`src/rtl/conf_regs.sv`:
```
// Memory-mapped config/peripheral register file on the conf_* bus: scratch, LED, switch, seven-seg, timer.
// Optional timer compare interrupt is built when CONF_TIMER_IRQ_EN is defined.
module conf_regs #(
  parameter logic [15:0] SCAN_DIV  = 16'd50000,
  parameter int unsigned LED_WIDTH = 16,
  parameter int unsigned SW_WIDTH  = 8
) (
`ifdef CONF_TIMER_IRQ_EN
  output logic                 timer_irq,
`endif
  input  logic                 clk,
  input  logic                 rst,
  input  logic                 conf_en,
  input  logic [3:0]           conf_wen,
  input  logic [31:0]          conf_addr,
  input  logic [31:0]          conf_wdata,
  output logic [31:0]          conf_rdata,
  output logic [LED_WIDTH-1:0] led,
  input  logic [SW_WIDTH-1:0]  switch_in,
  output logic [7:0]           seg_an,
  output logic [6:0]           seg_code
);

  localparam logic [15:0] ADDR_SCRATCH   = 16'h8000;
  localparam logic [15:0] ADDR_TIMER     = 16'hE000;
`ifdef CONF_TIMER_IRQ_EN
  localparam logic [15:0] ADDR_TIMER_CMP = 16'hE004;
`endif
  localparam logic [15:0] ADDR_LED       = 16'hF000;
  localparam logic [15:0] ADDR_SWITCH    = 16'hF00C;
  localparam logic [15:0] ADDR_NUM       = 16'hF010;

  logic [15:0]         addr;
  logic                wr;
  logic                unused_addr_hi;
  logic [31:0]         scratch;
  logic [31:0]         timer;
  logic [31:0]         num;
  logic [SW_WIDTH-1:0] sw_meta;
  logic [SW_WIDTH-1:0] sw_sync;
  logic [31:0]         rd_val;
  logic [15:0]         scan_cnt;
  logic [2:0]          digit;
  logic [2:0]          digit_nx;

  assign addr           = conf_addr[15:0];
  assign unused_addr_hi = ^conf_addr[31:16];
  assign wr             = conf_en && (|conf_wen);
  assign digit_nx       = digit + 3'd1;

  function automatic logic [31:0] merge(input logic [31:0] old, input logic [31:0] wd,
                                        input logic [3:0] be);
    logic [31:0] r;
    for (int unsigned i = 0; i < 4; i++)
      r[8*i +: 8] = be[i] ? wd[8*i +: 8] : old[8*i +: 8];
    return r;
  endfunction

  function automatic logic [6:0] glyph(input logic [3:0] h);
    case (h)
      4'h0: glyph = 7'h3F;  4'h1: glyph = 7'h06;  4'h2: glyph = 7'h5B;  4'h3: glyph = 7'h4F;
      4'h4: glyph = 7'h66;  4'h5: glyph = 7'h6D;  4'h6: glyph = 7'h7D;  4'h7: glyph = 7'h07;
      4'h8: glyph = 7'h7F;  4'h9: glyph = 7'h6F;  4'hA: glyph = 7'h77;  4'hB: glyph = 7'h7C;
      4'hC: glyph = 7'h39;  4'hD: glyph = 7'h5E;  4'hE: glyph = 7'h79;  default: glyph = 7'h71;
    endcase
  endfunction

`ifdef CONF_TIMER_IRQ_EN
  logic [31:0] timer_cmp;

  // A compare-register write clears the flag even if a match lands in the same cycle.
  always_ff @(posedge clk) begin
    if (rst) begin
      timer_cmp <= '0;
      timer_irq <= 1'b0;
    end else if (wr && addr == ADDR_TIMER_CMP) begin
      timer_cmp <= merge(timer_cmp, conf_wdata, conf_wen);
      timer_irq <= 1'b0;
    end else if (timer_cmp != '0 && timer == timer_cmp) begin
      timer_irq <= 1'b1;
    end
  end
`endif

  always_comb begin
    rd_val = '0;
    case (addr)
      ADDR_SCRATCH:   rd_val = scratch;
      ADDR_TIMER:     rd_val = timer;
`ifdef CONF_TIMER_IRQ_EN
      ADDR_TIMER_CMP: rd_val = timer_cmp;
`endif
      ADDR_LED:       rd_val = 32'(led);
      ADDR_SWITCH:    rd_val = 32'(sw_sync);
      ADDR_NUM:       rd_val = num;
      default:        rd_val = '0;
    endcase
  end

  // Read data is captured before the same-edge write lands, giving read-old semantics.
  always_ff @(posedge clk) begin
    if (rst) begin
      scratch    <= '0;
      timer      <= '0;
      num        <= '0;
      led        <= '0;
      sw_meta    <= '0;
      sw_sync    <= '0;
      conf_rdata <= '0;
    end else begin
      sw_meta <= switch_in;
      sw_sync <= sw_meta;
      if (conf_en)
        conf_rdata <= rd_val;
      timer <= timer + 32'd1;
      if (wr) begin
        case (addr)
          ADDR_SCRATCH: scratch <= merge(scratch, conf_wdata, conf_wen);
          ADDR_TIMER:   timer   <= merge(timer, conf_wdata, conf_wen);
          ADDR_LED:     led     <= LED_WIDTH'(merge(32'(led), conf_wdata, conf_wen));
          ADDR_NUM:     num     <= merge(num, conf_wdata, conf_wen);
          default:      ;
        endcase
      end
    end
  end

  always_ff @(posedge clk) begin
    if (rst) begin
      scan_cnt <= '0;
      digit    <= '0;
      seg_an   <= 8'hFE;
      seg_code <= glyph(4'h0);
    end else if (scan_cnt == SCAN_DIV - 16'd1) begin
      scan_cnt <= '0;
      digit    <= digit_nx;
      seg_an   <= ~(8'b1 << digit_nx);
      seg_code <= glyph(num[{digit_nx, 2'b00} +: 4]);
    end else begin
      scan_cnt <= scan_cnt + 16'd1;
    end
  end

endmodule
```
`config.mk`:
```
export PLATFORM = sky130hd
export DESIGN_NAME = conf_regs
export DESIGN_NICKNAME = d
export VERILOG_FILES = /design/src/rtl/conf_regs.sv
export SDC_FILE = /design/constraint.sdc
export NUM_CORES = 1
export LEC_CHECK = 0
export BUFFER_PORTS_ARGS = -buffer_cell sky130_fd_sc_hd__buf_2
export CAP_MARGIN = 20
export CORE_ASPECT_RATIO = 0.6
export CORE_MARGIN = 5
export CORE_UTILIZATION = 55
export CTS_CLUSTER_DIAMETER = 50
export DETAILED_ROUTE_END_ITERATION = 16
export PLACE_DENSITY = 0.78
export SLEW_MARGIN = 30
export SYNTH_ARGS = -nofsm -noshare
export SYNTH_HDL_FRONTEND = slang
export SYNTH_SLANG_ARGS = --single-unit
```
`constraint.sdc`:
```
create_clock -name clk -period 4 [get_ports clk]
set_input_delay 0.2 -clock clk [delete_from_list [all_inputs] [get_ports clk]]
set_output_delay 0.2 -clock clk [all_outputs]
set_load 0.01 [all_outputs]
```
Word-level counts from Yosys, hierarchy flattened
Memory sizes are Yosys's and may differ from the RTL's. A register that Yosys moved wholly into a read port is not among the register bits.
Index checks and enable logic that the tools add are counted.
{"block": "totals", "ff_bits": 187, "mem_bits_ro": 112, "in_bits": 79, "out_inout_bits": 63, "n_memories": 1}
{"block": "op_classes", "addsub": 3, "n_eq_ne": 10, "shifts": 2, "n_mux": 7, "bitwise_logic": 1, "n_reduce_logical": 13}
{"name": "(name not given)", "words": 16, "width": 7, "rd": 1, "rd_ports_with_merged_regs": 1, "write_ports": 0, "line_no": "60", "text": "case (h)"}
{"operator": "32-bit one-hot mux with 5 select lines", "n": 1}
{"operator": "16-bit equality test, second input constant", "n": 6}
{"operator": "32-bit 2-to-1 mux", "n": 2}
{"operator": "32-bit by 1-bit adder with 32-bit output, second input constant", "n": 1}
{"operator": "8-bit 2-to-1 mux", "n": 4}
{"operator": "32-bit by 6-bit variable part select with 4-bit output", "n": 1}
{"operator": "3-bit AND reduction", "n": 10}
{"operator": "16-bit by 1-bit adder with 16-bit output, second input constant", "n": 1}
{"operator": "3-bit != test, second input constant", "n": 4}
{"operator": "8-bit inverter", "n": 1}
{"operator": "1-bit by 3-bit left shift with 8-bit output, first input constant", "n": 1}
{"operator": "4-bit OR reduction", "n": 1}
{"operator": "3-bit by 1-bit adder with 3-bit output, second input constant", "n": 1}
{"operator": "2-bit OR reduction", "n": 1}
{"operator": "1-bit logical AND", "n": 1}

Logic depth before layout (Yosys ltp)
Gate-level depths: netlist of run 1.
{"block": "depth", "word_depth": 3, "mapped_depth": 13, "mapped_depth_nobuf": 11}

Least setup slack after synthesis of run 1
OpenSTA, ideal clock, no wires.
{"block": "synth_path", "path_type": "reg-to-reg", "startpoint": "register digit[0]", "endpoint": "register seg_code[0]", "setup_ps": 122, "arrival_time_ps": 3005, "required_ps": 3878, "setup_slack_ps": 873, "path_stages_with_launch": 9, "n_path_buf": 0, "cell_sequence": "dfxtp_1 ha_1 xnor2_1 mux4_2 mux2i_1 ha_1 a2111oi_0 or4_1 o32a_1"}
{"block": "synth_between", "elab_chain_len": 2}
{"item": "start, declared", "line_no": "43", "text": "logic [2:0] digit;"}
{"item": "start signal, assigned", "line_no": "136", "text": "digit <= digit_nx;"}
{"item": "3-bit by 1-bit adder with 3-bit output", "line_no": "49", "text": "assign digit_nx = digit + 3'd1;"}
{"item": "32-bit by 6-bit variable part select with 4-bit output", "line_no": "138", "text": "seg_code <= glyph(num[{digit_nx, 2'b00} +: 4]);"}
{"item": "end, declared", "line_no": "21", "text": "output logic [6:0] seg_code"}
Every way passes these cells.
A chain may end at the register's enable or synchronous reset.

Worst setup path after layout of run 1
{"block": "layout_path", "startpoint": "register digit[0]", "endpoint": "register seg_code[0]"}
{"block": "layout_between", "elab_chain_len": 2}
{"item": "3-bit by 1-bit adder with 3-bit output", "line_no": "49"}
{"item": "named net digit_nx[0]", "line_no": "44", "text": "logic [2:0] digit_nx;"}
{"item": "32-bit by 6-bit variable part select with 4-bit output", "line_no": "138"}
The timed path passes the listed nets, and every way through them passes these cells.

==> key figures, run 1 <==
Worst setup path
  • Startpoint Class: register
  • Crit-path max FO: 16
  • Worst R2R Path Depth: 10
  • Reg2reg setup slack: 550 ps
  • Data required, critical path: 4320 ps
  • Critical path data arrival time: 3770 ps
  • R2R Path Start: digit[0]$_SDFFE_PP0P_
  • CP endpoint kind: register
  • Reg2reg end: seg_code[0]$_SDFFE_PP1P_
  • Crit Path Class: register to register

Routing
  • Detailed-route wire length per cell: 19.1 um
  • First-pass detailed-route iteration total: 7
  • ANT nets after route: 0
  • Vias per Instance: 6.17
  • Via Count: 8167
  • Iter 0 DRT Violations: 1095
  • Final WL: 25300 um
  • DRC viols: 0

Global routing
  • Global-route wire length before repair: 40200 um
  • Gr busiest metal: met1
  • GRT Residual Overflow: 0
  • Met2 usage in global routing: 36.7%
  • M1 GR Usage: 40.2%
  • Tot GR Track Use: 26.0%
  • Initial antenna violation count: 0
  • Largest net degree at the start of global routing: 65
  • Vias in the first global route: 7448
  • GR Layer Usage met3: 5.81%

STA
  • Post-route minimum period: 3450 ps
  • Final Skew: 15.3 ps
  • Worst Max-Slew Pin Slew: 942 ps
  • Highest Clock Rate: 0.290 GHz
  • Slew Limit Headroom: 36.7%
  • Setup TNS: 0 ps
  • # setup viols final: 0
  • Unrepaired setup endpoints after global routing: no
  • Period Utilization, post-route: 86.2%
  • Slew Viols, Final: 0
  • Worst setup margin: 552 ps
  • Hold Violations, Final: 0

Die
  • Initial Util: 56.1%
  • CORE AREA: 16200 um^2
  • Die Span X: 176 um
  • Die Footprint: 19300 um^2
  • Die Ht: 110 um
  • I/O pins: 142
  • Rows: 36

Cells and area
  • Layout filler cell count: 1398
  • ANT cells: 0
  • Nets@finish: 1194
  • Layout cells sized above 1: 19.0%
  • Area growth from synthesis to layout: 15.1%
  • Fin util: 64.6%
  • Post-Layout Cell Count: 1323

Clock tree
  • CTS Root Cell: clkbuf_16
  • CTS buffer count: 17
  • Total clock sinks: 194
  • Clock buffer depth: 2
  • Number of setup buffers added after CTS: 0
  • Post-CTS Resized: 0
  • Hold-fix buffers, CTS: 8
  • H-tree depth: 4
  • Later-pin clock latency in the skew report: 440 ps
  • Clock slew at reported path FFs: 80 ps
  • CTS tree: built

Logic synthesis
  • Post-Syn Area: 9100 um^2
  • Mapped Avg Cell Area: 9.08 um^2
  • Post-Syn Nets: 1095
  • Synth area leader: dfxtp_1
  • Dominant cells by area after synthesis: dfxtp_1 43%, mux2i_1 8.7%, nor2_1 5.5%, nand2_1 3.9%, a222oi_1 3.5%
  • Most common cell in the netlist: dfxtp_1
  • Async S/R FF share, synth: 0%
  • Post-synth EDFFs: 0
  • Top FF cell, synth: dfxtp_1
  • Netlist cell types: 63
  • Sequential share of the synthesized area: 42.7%
  • Synth Register Bits: 194
  • Synth top area share: 42.7%
  • Post-Synthesis Cells: 1002
  • Post-synth top cells: 194 x dfxtp_1, 134 x nor2_1, 94 x nand2_1
  • Ys Warns: 0

Place
  • Placed Cells: 1283
  • Gpl congestion: 0.937
  • Port Buffers: 125
  • Final HPWL DP: 17700 um
  • Pre-CTS setup slack: 610 ps

Outcome
  • Status: complete, no violations

Power
  • Cell leakage power: 3.96 nW
  • Peak VDD IR: 0.000305 V
  • Pwr/cell area: 372 nW/um^2

Flow run
  • Maxcap violations: 0

Min path
  • Worst Hold Path EP: scratch[21]$_SDFFE_PP0P_
  • Hold Path Class: input pin to register
  • Hold wc startpoint: conf_wdata[21]
  • Hold depth: 3
## worst max-delay path by stage
stage,endpoint,cells past startpoint,from,slack [ps]
final,seg_code[0]$_SDFFE_PP1P_,10,digit[0]$_SDFFE_PP0P_,550
after global routing,seg_code[0]$_SDFFE_PP1P_,10,digit[0]$_SDFFE_PP0P_,370
after CTS,seg_code[0]$_SDFFE_PP1P_,10,digit[0]$_SDFFE_PP0P_,600
after detailed placement,seg_code[0]$_SDFFE_PP1P_,10,digit[0]$_SDFFE_PP0P_,610
after global placement,seg_code[0]$_SDFFE_PP1P_,9,digit[0]$_SDFFE_PP0P_,690
after floorplan,seg_code[0]$_SDFFE_PP1P_,8,digit[0]$_SDFFE_PP0P_,870
## routing by layer
layer | vias up | wire (um) | share of wire, %
li1 | 3866 | - | -
met1 | 3845 | 12100 | 48
met2 | 424 | 10200 | 40
met3 | 32 | 2700 | 11
met4 | 0 | 286 | 1.1
met5 | - | 0 | 0
## sequential cells by signal (all words and copies together), names as in the netlist
register,count
conf_rdata,32
digit,3
led,16
num,32
scan_cnt,16
scratch,32
seg_an,8
seg_code,7
sw_meta,8
sw_sync,8
timer,32
## area by class of cell
cell class / instances / area, um^2 / share of cell area [%]
Multi-Input combinational cell: 723 / 4820 / 46.0
Clock buffer: 18 / 439 / 4.19
Inverter: 17 / 63.8 / 0.609
Clock inverter: 14 / 186 / 1.78
Sequential cell: 194 / 3880 / 37.1
Timing Repair Buffer: 148 / 821 / 7.84
Tap cell: 209 / 262 / 2.50
## critical path: stages (launching register included)
cell and delay (ps):
dfxtp_1 470, clkinv_1 140, ha_1 760, mux4_2 350
nand2_1 50, and2_1 240, inv_1 140, ha_1 270
a2111oi_0 80, or4_1 470, o32a_1 340
## placed cells by master, fill, tap and decap left out, drive strengths merged, types with 4 or more instances in the layout
master,n
a222oi,32
nor2,136
a31oi,18
and3,17
clkinv,10
a311oi,5
xnor2,12
nor4,26
a211oi,16
nand2,94
o21ai,36
xor2,12
mux2i,79
buf,140
dfxtp,194
nand2b,12
mux2,7
a211o,4
nor4b,4
nor2b,19
or2,4
nand3b,4
or3,12
mux4,6
dlygate4sd3,8
clkbuf,18
nor3,18
ha,14
o211ai,9
nand4,17
nand3,36
or4,5
a21oi,36
a221oi,11
inv,20
## cell families after synthesis
kind of cell               share of synthesized area, %
and+or+nand+nor                                    23.6
DFF                                                42.7
AOI/OAI and AO/OA                                  13.9
muxes                                              11.0
buffers and inverters                              4.40
xor gates and xnor gates                           2.52
adders and majority gates                          1.93
## power breakdown
group	leakage [nW]	internal [mW]	switching (mW)
Combinational	2.09	0.0613	0.109
Clock	0.306	0.920	0.852
Sequential	1.57	1.95	0.0104
## metrics by stage
step | instance area (um^2) | total power, mW | hold slack [ps]
floorplan | 9100 | 2.08 | 328
global placement | 9760 | 2.16 | 406
detailed placement | 9770 | 2.16 | 415
CTS | 10500 | 3.92 | 25.3
global route | 10500 | 4.03 | 45.2
finish | 10500 | 3.90 | 34.4
(Power assumes the default switching activity.)
==> run 2: changes to the inputs <==
CORE_MARGIN = unset   (was 5)
==> run 2 against run 1 <==
Against the previous run: first-iteration DRC count rose by 1.6%; power is 4.7% lower; critical path type unchanged; fmax about the same; utilization increased by 1.0 points; flip-flop and latch count did not move; non-clock buffer count fell by 2; largest power group unchanged; worst setup slack about the same.
==> key figures, run 2 (synthesis gave the netlist of run 1 again) <==
Outcome
  • Status: complete, no violations

Routing
  • ANT nets after route: 0 (unchanged)
  • Final WL: 24600 um (-2.8%)
  • Detailed-route wire length per cell: 18.7 um (-2.0%)
  • M1 WL: 11900 um (-2.1%)
  • Routed wl met3: 2710 um (+0.30%)
  • DR top layer: met4
  • Iter 0 DRT Violations: 1112 (+1.6%)
  • DRC viols: 0 (unchanged)
  • Vias per Instance: 6.19 (+0.25%)
  • First-pass detailed-route iteration total: 8 (+1)
  • Via Count: 8119 (-0.59%)
  • Met2 Wirelength: 9860 um (-3.4%)

Power
  • Pwr/cell area: 359 nW/um^2 (-3.5%)
  • Clock share of power: 42.8% (-2.6 points)
  • Net Sw Frac: 24.4% (-0.53 points)
  • Sw Pwr: 906 uW (-6.7%)
  • Cell leakage power: 3.90 nW (-1.5%)
  • Reg power frac: 52.7% (+2.5 points)
  • Final Power: 3.72 mW (-4.7%)
  • Peak VDD IR: 0.000287 V (-6.0%)
  • Power Internal: 2.81 mW (-4.0%)
  • Combinational share of power: 4.5% (about the same)

STA
  • Highest Clock Rate: 0.290 GHz (about the same)
  • Setup TNS: 0 ps (unchanged)
  • # setup viols final: 0 (unchanged)
  • Worst Max-Slew Pin Slew: 793 ps (-149 ps)
  • Slew Viols, Final: 0 (unchanged)
  • Post-route minimum period: 3450 ps (+0.486 ps)
  • Hold Violations, Final: 0 (unchanged)
  • Final Skew: 9.86 ps (-5.47 ps)
  • Period Utilization, post-route: 86.2% (about the same)
  • Unrepaired setup endpoints after global routing: no
  • Slew Limit Headroom: 46.7% (+10 points)

Min path
  • Hold Path Class: input pin to register

Die
  • Die Footprint: 17100 um^2 (-12%)
  • Rows: 35 (-2.8%)
  • I/O pins: 142 (unchanged)
  • Initial Util: 57.7% (+1.6 points)
  • Die Ht: 102 um (-7.3%)
  • CORE AREA: 15800 um^2 (-2.8%)
  • Die Span X: 168 um (-4.5%)

Worst setup path
  • Worst stage delay on the critical path: 550 ps (-210 ps)
  • Critical Path, Cell by Cell: ha_1, xnor2_1, mux4_2, mux2i_1, ha_1, a2111oi_0, or4_1, o32a_1
  • CP max-delay cell: mux4_2
  • Critical path data arrival time: 3770 ps (about the same)
  • Crit Path Class: register to register
  • Buffer and inverter count on the worst path: 0 (-2)
  • Startpoint Class: register
  • Data required, critical path: 4330 ps (about the same)
  • Delay-heaviest family, CP: multiplexers
  • CP endpoint kind: register
  • Crit-path max FO: 6 (-10)
  • CP dominant cell by count: ha_1

Clock tree
  • CTS Root Cell: clkbuf_16
  • Total clock sinks: 194 (unchanged)
  • Later-pin clock latency in the skew report: 440 ps (about the same)
  • CTS tree: built
  • Clock buffer depth: 2 (unchanged)
  • CTS buffer count: 17 (unchanged)
  • H-tree depth: 4 (unchanged)
  • Clock slew at reported path FFs: 70 ps (about the same)

Cells and area
  • Nets@finish: 1192 (-0.17%)
  • ANT cells: 0 (unchanged)
  • Most frequent cells in the layout: 194 x dfxtp_1, 133 x nor2_1, 124 x buf_2, 94 x nand2_1, 79 x mux2i_1
  • Area growth from synthesis to layout: 13.7%
  • Layout filler cell count: 1309 (-6.4%)
  • Layout cells sized above 1: 18.8% (-0.18 points)
  • Commonest non-fill, non-tap cell in the layout: dfxtp_1

Global routing
  • Vias in the first global route: 7278 (-2.3%)
  • Initial antenna violation count: 0 (unchanged)
  • Tot GR Track Use: 29.5% (+3.5 points)
  • Global-route wire length before repair: 39400 um (-1.9%)
  • Largest net degree at the start of global routing: 58 (-11%)
  • GRT Residual Overflow: 0 (unchanged)

Place
  • Port Buffers: 125 (unchanged)
  • Gpl congestion: 0.894 (-4.6%)
  • Final HPWL DP: 17100 um (-3.3%)

Flow run
  • Maxcap violations: 0 (unchanged)
run 2: per-stage QoR:
step | setup slack [ps] | instance area, um^2 | hold WS (ps) | std cells | util [%]
finish | 552 | 10300 | 16.6 | 1312 | 65.6
global route | 363 | 10300 | 28.4 | 1312 | 65.6
CTS | 581 | 10300 | 9.87 | 1312 | 65.6
detailed placement | 585 | 9760 | 413 | 1277 | 61.9
global placement | 674 | 9760 | 408 | 1277 | 61.9
floorplan | 873 | 9100 | 328 | 1002 | -
run 2: metal layers:
metal	GRT usage [%]	vias to the layer above
met5	0	-
met4	6.99	0
met3	7.27	17
met2	41.3	418
met1	45.0	3836
li1	-	3848
run 2: area by class of cell:
type | instances | area [um^2] | share of cell area [%]
clock buffer | 17 | 425 | 4.11
timing repair buffer | 146 | 801 | 7.74
sequential | 194 | 3880 | 37.5
multi-input combinational | 723 | 4820 | 46.6
tap | 203 | 254 | 2.45
inverter | 17 | 63.8 | 0.617
clock inverter | 12 | 101 | 0.980
run 2: final timing paths:
check        cells after the start  slack (ps)                  start                        to
max                              8         550  digit[0]$_SDFFE_PP0P_  seg_code[0]$_SDFFE_PP1P_
min                              2          20           switch_in[7]     sw_meta[7]$_SDFF_PP0_
max reg2reg                      8         550  digit[0]$_SDFFE_PP0P_  seg_code[0]$_SDFFE_PP1P_
min reg2reg                      1         440  sw_meta[6]$_SDFF_PP0_     sw_sync[6]$_SDFF_PP0_
run 2: worst reg2reg max path, cell delays in order (launching register included):
cell and delay, ps:
dfxtp_1 380, ha_1 320, xnor2_1 370, mux4_2 550, mux2i_1 450, ha_1 360, a2111oi_0 90, or4_1 480
o32a_1 350
run 2: power groups by stage:
stage | combinational [mW] | clock (mW) | sequential, mW
floorplan | 0.0791 | 0 | 2.00
finish | 0.167 | 1.59 | 1.96
global placement | 0.157 | 0 | 2.00
CTS | 0.165 | 1.60 | 1.96
global route | 0.180 | 1.69 | 1.96
detailed placement | 0.159 | 0 | 2.00
run 2: timing repair:
item	in CTS	in global routing
setup endpoints to repair	0	0
gates resized for setup	0	0
endpoints found under the hold margin	6	0
hold buffers	6	0
setup buffers	0	0
==> run 3: changes to the inputs <==
clock period = 3.3 ns   (was 4 ns; I/O delays follow)
==> run 3 against run 2 <==
Against the previous run: first-iteration DRC count decreased by 1.7%; count of clock-buffer cells in the layout increased by 3; global-route usage increased by 0.40 points; critical path depth unchanged; register-to-register slack got worse by 390 ps; final cell count increased by 1.3%; routed wire length increased by 2.3%; cell area increased by 1.6%; power increased by 23%; worst setup slack got worse by 390 ps; flip-flop and latch count unchanged; critical path type unchanged.
==> key figures, run 3 (synthesis gave the netlist of run 1 again) <==
Power
  • Peak VDD IR: 0.000403 V (+40%)
  • Final Power: 4.58 mW (+23%)
  • Cell leakage power: 3.99 nW (+2.2%)
  • Pwr/cell area: 436 nW/um^2 (+21%)

Die
  • CORE AREA: 15800 um^2 (unchanged)
  • Die Ht: 102 um (unchanged)
  • Initial Util: 57.7% (unchanged)
  • Die Span X: 168 um (unchanged)
  • Die Footprint: 17100 um^2 (unchanged)
  • Rows: 35 (unchanged)
  • I/O pins: 142 (unchanged)

STA
  • Period Utilization, post-route: 95.1% (+8.9 points)
  • Setup TNS: 0 ps (unchanged)
  • Highest Clock Rate: 0.319 GHz (+9.9%)
  • Post-route minimum period: 3140 ps (-310 ps)
  • Final Skew: 15.7 ps (+5.85 ps)
  • Slew Viols, Final: 0 (unchanged)
  • # setup viols final: 0 (unchanged)
  • Slew Limit Headroom: 36.1% (-11 points)
  • Worst Max-Slew Pin Slew: 959 ps (+165 ps)
  • Unrepaired setup endpoints after global routing: no
  • Hold Violations, Final: 0 (unchanged)

Clock tree
  • Clock slew at reported path FFs: 80 ps (about the same)
  • CTS buffer count: 17 (unchanged)
  • Total clock sinks: 194 (unchanged)
  • Later-pin clock latency in the skew report: 440 ps (about the same)
  • CTS Root Cell: clkbuf_16
  • CTS tree: built
  • Clock buffer depth: 2 (unchanged)
  • H-tree depth: 4 (unchanged)

Worst setup path
  • Crit-path max FO: 6 (unchanged)
  • Crit Path Class: register to register
  • Critical path data arrival time: 3460 ps (-310 ps)
  • Startpoint Class: register
  • Reg2reg end: seg_code[0]$_SDFFE_PP1P_
  • Reg2reg setup slack: 160 ps (-390 ps)
  • CP endpoint kind: register
  • Data required, critical path: 3620 ps (-710 ps)
  • Worst R2R Path Depth: 8 (unchanged)
  • R2R Path Start: digit[0]$_SDFFE_PP0P_

Cells and area
  • Layout cells sized above 1: 19.6% (+0.78 points)
  • Seq. cell area: 3880 um^2 (unchanged)
  • Cell area after layout: 10500 um^2 (+1.6%)
  • Layout filler cell count: 1320 (+0.84%)
  • Area growth from synthesis to layout: 15.5%
  • Commonest non-fill, non-tap cell in the layout: dfxtp_1
  • Most frequent cells in the layout: 194 x dfxtp_1, 134 x nor2_1, 124 x buf_2, 94 x nand2_1, 79 x mux2i_1
  • ANT cells: 0 (unchanged)
  • Area of the multi-input gates: 4830 um^2 (+0.36%)
  • Fin util: 66.7% (+1.0 points)
  • Nets@finish: 1206 (+1.2%)

Flow run
  • Maxcap violations: 0 (unchanged)

Global routing
  • Tot GR Track Use: 29.9% (+0.40 points)
  • M1 GR Usage: 44.6% (-0.36 points)
  • Gr busiest metal: met1
  • GRT Residual Overflow: 0 (unchanged)
  • GR Layer Usage met3: 7.27% (unchanged)
  • Largest net degree at the start of global routing: 91 (+57%)
  • Initial antenna violation count: 0 (unchanged)
  • Vias in the first global route: 7300 (+0.30%)
  • Global-route wire length before repair: 39600 um (+0.47%)
  • Met2 usage in global routing: 42.6% (+1.3 points)

Min path
  • Hold Path Class: input pin to register
  • Hold wc startpoint: conf_wdata[26]
  • Worst Hold Path EP: scratch[26]$_SDFFE_PP0P_
  • Hold depth: 3 (+1)

Routing
  • ANT nets after route: 0 (unchanged)
  • Vias per Instance: 6.18 (about the same)
  • Final WL: 25200 um (+2.3%)
  • Iter 0 DRT Violations: 1093 (-1.7%)
  • First-pass detailed-route iteration total: 9 (+1)
  • Via Count: 8217 (+1.2%)
  • DRC viols: 0 (unchanged)
  • Detailed-route wire length per cell: 18.9 um (+1.0%)

Place
  • Final HPWL DP: 17900 um (+4.4%)
  • Port Buffers: 125 (unchanged)
  • Post-DP Area: 9830 um^2 (+0.74%)
  • Gpl congestion: 0.909 (+1.7%)

Outcome
  • Status: complete, no violations
## run 3: cell types whose count changed in the layout (fill, tap and decap cells not counted), moves of 2 or more
cell | before | now
buf_4 | 16 | 26
clkbuf_1 | 0 | 2
dlygate4sd3_1 | 6 | 10
inv_8 | 3 | 5
## run 3: repair_timing
item	in CTS	in global routing
hold buffers	10	0
endpoints found under the setup margin	0	5
setup buffers	0	0
endpoints found under the hold margin	10	0
resized for setup	0	3
## run 3: per-stage QoR
step,hold WS [ps],worst slack (ps),instances
3_3_place_gp,374,156,1287
2_1_floorplan,293,173,1002
4_1_cts,0.596,41.6,1329
3_5_place_dp,377,73.4,1287
5_1_grt,19.0,34.3,1329
6_report,12.0,162,1329
## run 3: cell type report
type,instances,share of cell area (%)
Tap cell,203,2.42
Multi-Input combinational cell,723,46.0
Inverter,17,0.607
Timing Repair Buffer,160,8.71
Clock buffer,20,4.25
Clock inverter,12,1.06
Sequential cell,194,37.0
## run 3: layer usage
layer	vias to the layer above	wire, um	part of all wire (%)
li1	3875	-	-
met1	3907	12100	48
met2	408	10200	40
met3	27	2580	10
met4	0	291	1.2
met5	-	0	0
## run 3: how the worst max path moves through the flow
stage                                      from                  endpoint  slack [ps]  cells past startpoint
after floorplan           digit[0]$_SDFFE_PP0P_  seg_code[0]$_SDFFE_PP1P_         170                      8
after global placement    digit[0]$_SDFFE_PP0P_  seg_code[0]$_SDFFE_PP1P_         160                      8
after detailed placement  digit[0]$_SDFFE_PP0P_  seg_code[0]$_SDFFE_PP1P_          70                      8
after CTS                 digit[0]$_SDFFE_PP0P_  seg_code[0]$_SDFFE_PP1P_          40                      8
after global routing      digit[0]$_SDFFE_PP0P_  seg_code[0]$_SDFFE_PP1P_          30                      8
final                     digit[0]$_SDFFE_PP0P_  seg_code[0]$_SDFFE_PP1P_         160                      8
## run 3: where the power goes
part | switching, mW | leakage [nW] | internal (mW)
Combinational | 0.131 | 2.15 | 0.0773
Sequential | 0.0135 | 1.57 | 2.36
Clock | 0.976 | 0.271 | 1.02
## run 3: worst max-delay path, cell delays in order, from the launching register on
cell,delay [ps]
dfxtp_1,380
ha_1,270
xnor2_2,280
mux4_2,550
mux2i_1,290
ha_1,340
a2111oi_0,90
or4_1,490
o32a_1,350
